<file path="config.mk">
export PLATFORM = sky130hd
export DESIGN_NAME = shift_unit
export DESIGN_NICKNAME = d
export VERILOG_FILES = /design/src/rtl/shift_unit.sv
export SDC_FILE = /design/constraint.sdc
export NUM_CORES = 1
export LEC_CHECK = 0
export CAP_MARGIN = 10
export CORE_MARGIN = 2
export CORE_UTILIZATION = 45
export DETAILED_ROUTE_END_ITERATION = 6
export PLACE_DENSITY = 0.79
export SETUP_SLACK_MARGIN = 0.02
export SLEW_MARGIN = 20
export SYNTH_ARGS = -nofsm -noshare
export SYNTH_HDL_FRONTEND = slang
export SYNTH_SLANG_ARGS = --single-unit
</file>
<file path="constraint.sdc">
create_clock -name clk -period 6.09 [get_ports clk]
set_input_delay 1.5225 -clock clk [delete_from_list [all_inputs] [get_ports clk]]
set_output_delay 1.5225 -clock clk [all_outputs]
set_load 0.05 [all_outputs]
</file>
<file path="src/rtl/shift_unit.sv">
// shift_unit: iterative 32-bit shifter (SLL/SRL/SRA/pass-through) with a start/done handshake.
// One shift step per cycle. Define SHIFT_UNIT_STEP4_EN to step by 4 while >= 4 positions remain;
// the results are the same in both builds and only the latency differs.

module shift_unit (
  input  logic        clk,
  input  logic        rst,
  input  logic        start_i,
  input  logic [1:0]  op_i,
  input  logic [31:0] in_data_i,
  input  logic [31:0] shamt_i,
  output logic        busy_o,
  output logic        done_o,
  output logic [31:0] result_o
);

  typedef enum logic [1:0] {StIdle, StShift, StDone} state_e;

  localparam logic [1:0] OpSll  = 2'b00;
  localparam logic [1:0] OpSrl  = 2'b01;
  localparam logic [1:0] OpSra  = 2'b10;
  localparam logic [1:0] OpPass = 2'b11;

  state_e      state_q;
  logic [31:0] work_q;
  logic [1:0]  op_q;
  logic [5:0]  cnt_q;
  logic        busy_q;
  logic        done_q;
  logic [31:0] result_q;

  logic [5:0]  n_eff;
  logic [2:0]  step_amt;
  logic [5:0]  cnt_next;
  logic [31:0] work_step;

  // Effective count at acceptance: any high shamt bit saturates to 32; pass-through needs no steps
  always_comb begin
    n_eff = (|shamt_i[31:5]) ? 6'd32 : {1'b0, shamt_i[4:0]};
    if (op_i == OpPass) begin
      n_eff = 6'd0;
    end
  end

  // One shift step on the working register, plus the count left after that step
  always_comb begin
`ifdef SHIFT_UNIT_STEP4_EN
    step_amt = (cnt_q >= 6'd4) ? 3'd4 : 3'd1;
`else
    step_amt = 3'd1;
`endif
    cnt_next = cnt_q - {3'b000, step_amt};
    work_step = work_q;
    unique case (op_q)
      OpSll:   work_step = work_q << step_amt;
      OpSrl:   work_step = work_q >> step_amt;
      OpSra:   work_step = $signed(work_q) >>> step_amt;
      default: work_step = work_q;
    endcase
  end

  // Control FSM with registered busy/done/result
  always_ff @(posedge clk or posedge rst) begin
    if (rst) begin
      state_q  <= StIdle;
      work_q   <= 32'h0;
      op_q     <= 2'b00;
      cnt_q    <= 6'd0;
      busy_q   <= 1'b0;
      done_q   <= 1'b0;
      result_q <= 32'h0;
    end else begin
      unique case (state_q)
        StIdle: begin
          if (start_i) begin
            work_q <= in_data_i;
            op_q   <= op_i;
            cnt_q  <= n_eff;
            busy_q <= 1'b1;
            if (n_eff == 6'd0) begin
              state_q  <= StDone;
              done_q   <= 1'b1;
              result_q <= in_data_i;
            end else begin
              state_q <= StShift;
            end
          end
        end
        StShift: begin
          work_q <= work_step;
          cnt_q  <= cnt_next;
          if (cnt_next == 6'd0) begin
            state_q  <= StDone;
            done_q   <= 1'b1;
            result_q <= work_step;
          end
        end
        StDone: begin
          done_q  <= 1'b0;
          busy_q  <= 1'b0;
          state_q <= StIdle;
        end
        default: begin
          done_q  <= 1'b0;
          busy_q  <= 1'b0;
          state_q <= StIdle;
        end
      endcase
    end
  end

  assign busy_o   = busy_q;
  assign done_o   = done_q;
  assign result_o = result_q;

endmodule
</file>
==> flow_summary.json, run 1 <==
{
  "status": "finished, final reports clean",
  "fin_worst_skew_ps": 8.344,
  "required_ps": 6320,
  "core_mm2": 0.008721,
  "min_period_ps": 3732,
  "ys_warn_count": 0,
  "p_leak_uw": 0.002184,
  "critical_path.top_delay_family": "simple AND/OR/NAND/NOR gates",
  "synth_top_family_by_area": "simple AND/OR/NAND/NOR gates",
  "drt_iter0_markers": 165,
  "crit_chain": "clkdlybuf4s50_1, nor4_1, nand4_1, or4_4, a211oi_4, buf_12, mux2_2",
  "wl_mm": 10.00,
  "post-route-period-util": 0.6127,
  "dieArea_mm2": 0.009792,
  "first_global_vias": 3520,
  "antenna_left": 0,
  "seq_area_frac_synth": 0.4687,
  "die_h_um": 98.96,
  "setup_viol": 0,
  "drv_cap": 0,
  "antenna_cells": 0,
  "synth-xor-area-share": 0.006475,
  "synthCells": 440,
  "ys_types": 39,
  "cts_max_path_buffers": 2,
  "track_usage": 0.2106,
  "synthAdderAreaFrac": 0.006167,
  "critPathBufInv": 2,
  "wire_per_inst_um": 15.58,
  "syn_area_mm2": 0.004058,
  "cpPeakStageDelay_ps": 570,
  "clk_pin_slew_worst_paths_ps": 80,
  "fillers": 763,
  "hold_viol_final": 0,
  "slew_violations": 0,
  "vias": 3627,
  "grt_pass1_wl_mm": 16.88,
  "hold_buffers": 0,
  "critPathMaxFanout": 34,
  "fmax_mhz": 268.0,
  "drc": 0,
  "worstPathArrival_ps": 3960,
  "avgViaCountPerCell": 5.650,
  "cp-end-kind": "flop",
  "rows": 34,
  "firstDrtPassIters": 4,
  "cts.sinks": 76,
  "synthSimpleGateAreaFrac": 0.1906,
  "syn2layout_area_growth_pct": 32.41,
  "slew_headroom": 0.3071,
  "worst_pin_slew_ps": 1032,
  "cts_tree": "built",
  "num-nets-final": 600,
  "ctsResizeCount": 0,
  "synth_compound_area_frac": 0.1579,
  "hp-class": "flop to flop",
  "grt-ovfl-total": 0,
  "synth_seq_cells": 76,
  "clk_latency_ps": 350,
  "grt_max_degree": 55,
  "cp_slowest_cell": "or4_4",
  "initial_core_util": 0.4653,
  "setup_tns_ps": 0,
  "final_util": 0.6161,
  "die_x_um": 98.96,
  "root_buffer": "clkbuf_8",
  "gp_congestion": 0.8472,
  "startpoint_type": "input pin",
  "cts_buffers": 9,
  "cts_setup_buffers": 0,
  "htreeDepth": 3,
  "rsz0062_at_grt": "false",
  "p_per_area_mw_per_mm2": 628.5,
  "synth.area.mux_share": 0.1045,
  "irDropWorstVdd_v": 0.0002941,
  "pin_count": 103,
  "drive_gt1_frac": 0.07678,
  "hpwl_mm": 6.996,
  "syn_nets": 511,
  "critPathKind": "input pin to flop",
  "syn_area_per_cell_um2": 9.222,
  "port_buffers": 102,
  "antenna_found_initial": 0
}
## layout by cell type, fill, tap and decap left out, types with 12 or more instances in the layout
cell type        Yosys  layout
mux2i_1             30      30
inv_1               34      33
nor3_1              15      15
nand2_1             64      64
o21ai_0             37      36
nand4_1             14      14
nand3_1             14      14
dfrtp_1             76      76
o22ai_1             12      12
clkdlybuf4s50_1      0     102
o211ai_1            15      15
nand2b_1            16      16
o31a_1              12      12
## path summary, 6_finish.rpt
check / slack (ps) / start / cells past startpoint / endpoint
setup / recovery: 2360 / shamt_i[5] / 7 / result_o[31]
hold / removal: 490 / done_o / 1 / done_o
max in group asynchronous: 3430 / rst / 3 / result_o[16]
min in group asynchronous: 1680 / rst / 2 / result_o[24]
setup reg to reg: 3660 / op_q[1] / 5 / result_o[17]
hold reg to reg: 490 / done_o / 1 / done_o
## state kept, by name, summed over array words and instances, names as in the netlist
name / count
result_o: 32
work_q: 32
cnt_q: 6
op_q: 2
state_q: 2
busy_o: 1
done_o: 1
## stage by stage
stage | setup slack, ps | total power [µW] | std cells | instance area [µm²] | hold WS (ps)
2_1_floorplan | 2629 | 2409 | 440 | 4058 | 464.1
4_1_cts | 2361 | 3392 | 642 | 5370 | 494.4
3_5_place_dp | 1997 | 2962 | 626 | 5154 | 472.8
5_1_grt | 2295 | 3621 | 642 | 5373 | 518.2
3_3_place_gp | 2102 | 2897 | 626 | 5154 | 468.4
6_report | 2358 | 3377 | 642 | 5373 | 487.6
## cell families after synthesis
family,count (synthesis)
compound gates,96
xor+xnor,3
mux,41
buf+inv,65
fa+ha+maj,2
simple gates,157
flops,76
## report_power, final
| part | leakage (µW) | switching, µW | internal (µW) | total [µW] |
|---|---|---|---|---|
| logic | 0.00118 | 1210 | 758 | 1970 |
| registers | 0.000903 | 214 | 772 | 986 |
| clock network | 0.000102 | 189 | 231 | 420 |
## metal layers
metal / track usage / routed length [µm] / vias to the layer above
met5: 0 / 0 / -
met4: 0.06744 / 164 / 0
met3: 0.03262 / 552 / 14
met2: 0.3508 / 4941 / 118
met1: 0.2832 / 4345 / 1752
li1: - / - / 1743
## cell usage after synthesis
cell type	instances	area share
nor3_1	15	0.019
or2_2	1	0.0015
nor2_1	12	0.011
o221ai_1	1	0.0022
a31o_2	1	0.0022
a221oi_1	1	0.0022
and4_1	1	0.0022
mux2i_1	30	0.074
nor4_1	7	0.011
o31ai_1	1	0.0019
o21ai_0	37	0.046
buf_1	3	0.0028
nor2b_1	3	0.0046
ha_1	2	0.0062
dfrtp_1	76	0.47
a21o_1	1	0.0019
o31a_1	12	0.026
mux2_2	11	0.031
o211ai_1	15	0.028
nand3_1	14	0.017
and2_1	1	0.0015
a31oi_1	3	0.0046
a21oi_1	5	0.0062
clkbuf_1	25	0.023
nor4b_1	1	0.0022
inv_1	34	0.031
or3_1	1	0.0015
a221o_1	4	0.0099
nand2_1	64	0.059
nand2b_1	16	0.025
nor3b_1	4	0.0074
a211oi_4	1	0.0049
buf_6	3	0.0083
or4_1	2	0.0037
xnor2_1	3	0.0065
nand4_1	14	0.022
o2111ai_1	2	0.0043
o22ai_1	12	0.019
or4_4	1	0.0028
## layout make-up
| type | instances | area, µm² | share of cell area |
|---|---|---|---|
| Inverter | 34 | 127.6 | 0.02375 |
| Timing Repair Buffer | 109 | 1086 | 0.2021 |
| Clock inverter | 6 | 88.84 | 0.01653 |
| Tap cell | 108 | 135.1 | 0.02515 |
| Clock buffer | 10 | 127.6 | 0.02375 |
| Multi-Input combinational cell | 299 | 1906 | 0.3547 |
| Sequential cell | 76 | 1902 | 0.3540 |
(Power assumes the default switching activity.)
==> run 2: changes to the inputs <==
- clock period: 6.09 -> 3.9 ns (I/O delays scaled with it)
==> flow_summary.json, run 2 (synthesis gave the netlist of run 1 again) <==
{
  "drc": 0,
  "grt-ovfl-total": 0,
  "p_clk_frac": 0.134,
  "reg2reg_depth": 8,
  "wire_per_inst_um": 15.81,
  "p_per_area_mw_per_mm2": 994.9,
  "hp-class": "flop to flop",
  "fin_ws_ps": 717.2,
  "clk_latency_ps": 340,
  "die_x_um": 98.96,
  "num-nets-final": 601,
  "wl_mm": 10.15,
  "slew_violations": 0,
  "r2r_setup_slack_ps": 1550,
  "antenna_found_initial": 0,
  "critPathBufInv": 2,
  "rows": 34,
  "cts_buffers": 9,
  "worst_pin_slew_ps": 1045,
  "r2r-start": "cnt_q[0]",
  "final_cell_mix": "clkdlybuf4s50_1, dfrtp_1, nand2_1",
  "netSwitchingPower_uw": 2532,
  "fmax_mhz": 314.2,
  "slew_headroom": 0.3008,
  "gp_congestion": 0.8463,
  "rr_endpoint": "result_o[0]",
  "die_h_um": 98.96,
  "antenna_cells": 0,
  "critPathMaxFanout": 34,
  "startpoint_type": "input pin",
  "post-place-ws_ps": 342.5,
  "drt_iter0_markers": 207,
  "initial_core_util": 0.4653,
  "cts_setup_buffers": 0,
  "setup_viol": 0,
  "cp_slowest_cell": "or4_4",
  "syn2layout_area_growth_pct": 33.09,
  "irDropWorstVdd_v": 0.0005032,
  "min_period_ps": 3183,
  "required_ps": 4130,
  "fin_worst_skew_ps": 5.899,
  "firstDrtPassIters": 5,
  "core_mm2": 0.008721,
  "root_buffer": "clkbuf_8",
  "drive_gt1_frac": 0.07865,
  "first_global_vias": 3677,
  "post-route-period-util": 0.8161,
  "antenna_left": 0,
  "fillers": 727,
  "rsz0062_at_grt": "false",
  "clk_pin_slew_worst_paths_ps": 80,
  "setup_tns_ps": 0,
  "switching_share": 0.4713,
  "avgViaCountPerCell": 5.664,
  "worstPathArrival_ps": 3410,
  "crit_chain": "clkdlybuf4s50_1, nor4_1, nand4_1, or4_4, a211oi_4, buf_12, mux2_2",
  "hold_depth": 1,
  "critPathKind": "input pin to flop",
  "drv_cap": 0,
  "hold_viol_final": 0,
  "hold_start": "done_o",
  "power.internal_uw": 2841,
  "htreeDepth": 3,
  "pin_count": 103,
  "min_to": "done_o",
  "track_usage": 0.2139,
  "port_buffers": 102,
  "hold_buffers": 0,
  "vias": 3636,
  "cts.sinks": 76,
  "cp-end-kind": "flop",
  "grt_max_degree": 77,
  "hpwl_mm": 7.081,
  "cts_tree": "built",
  "dieArea_mm2": 0.009792,
  "p_leak_uw": 0.002207,
  "comb_power_share": 0.569,
  "critical_path.top_delay_family": "simple AND/OR/NAND/NOR gates",
  "grt_pass1_wl_mm": 17.37,
  "final_common_cell": "clkdlybuf4s50_1",
  "status": "finished, final reports clean",
  "cts_max_path_buffers": 2,
  "ctsResizeCount": 0,
  "cpPeakStageDelay_ps": 580,
  "pwr-share-seq": 0.297
}
run 2: routing by layer:
metal  wire (µm)  vias to the layer above  track usage
li1            -                     1746            -
met5           0                        -            0
met1        4364                     1757       0.2807
met4          40                        0      0.05163
met2        5108                      127       0.3633
met3         635                        6      0.04539
run 2: per-stage QoR:
stage / instance area [µm²] / cells / utilization / hold slack, ps / total power, µW
final: 5400 / 642 / 0.6192 / 494.1 / 5373
after global placement: 5161 / 627 / 0.5918 / 470.6 / 4543
after CTS: 5399 / 642 / 0.6191 / 499.5 / 5388
after global routing: 5400 / 642 / 0.6192 / 539.5 / 5756
after floorplan: 4058 / 440 / - / 464.1 / 3761
after detailed placement: 5161 / 627 / 0.5918 / 477.0 / 4650
run 2: worst max-delay path by stage:
stage,from,end,slack (ps),depth (start not counted)
final,shamt_i[10],result_o[0],720,7
after global routing,shamt_i[5],result_o[0],590,7
after CTS,shamt_i[10],result_o[17],710,7
after detailed placement,shamt_i[7],result_o[17],340,7
after global placement,shamt_i[6],result_o[0],460,7
after floorplan,rst,busy_o,990,1
run 2: worst reg2reg max path: stages, from the launching register on:
cell,delay [ps]
dfrtp_1,470
inv_1,80
ha_1,220
xnor2_1,170
and4_1,240
a21oi_1,110
a211oi_4,270
buf_12,290
mux2_2,380
run 2: power groups by stage:
| stage | logic, µW | clock network (µW) | registers [µW] |
|---|---|---|---|
| 2_1_floorplan | 1670 | 0 | 2090 |
| 3_3_place_gp | 2960 | 0 | 1580 |
| 3_5_place_dp | 3050 | 0 | 1600 |
| 4_1_cts | 3060 | 733 | 1590 |
| 5_1_grt | 3320 | 767 | 1670 |
| 6_report | 3060 | 719 | 1600 |
run 2: layout make-up:
cell class | instances | area [µm²] | share of cell area
Sequential cell | 76 | 1903 | 0.3524
Multi-Input combinational cell | 299 | 1903 | 0.3524
Tap cell | 108 | 135.1 | 0.02502
Clock buffer | 10 | 137.6 | 0.02549
Timing Repair Buffer | 110 | 1094 | 0.2025
Inverter | 34 | 127.6 | 0.02363
Clock inverter | 5 | 100.1 | 0.01854
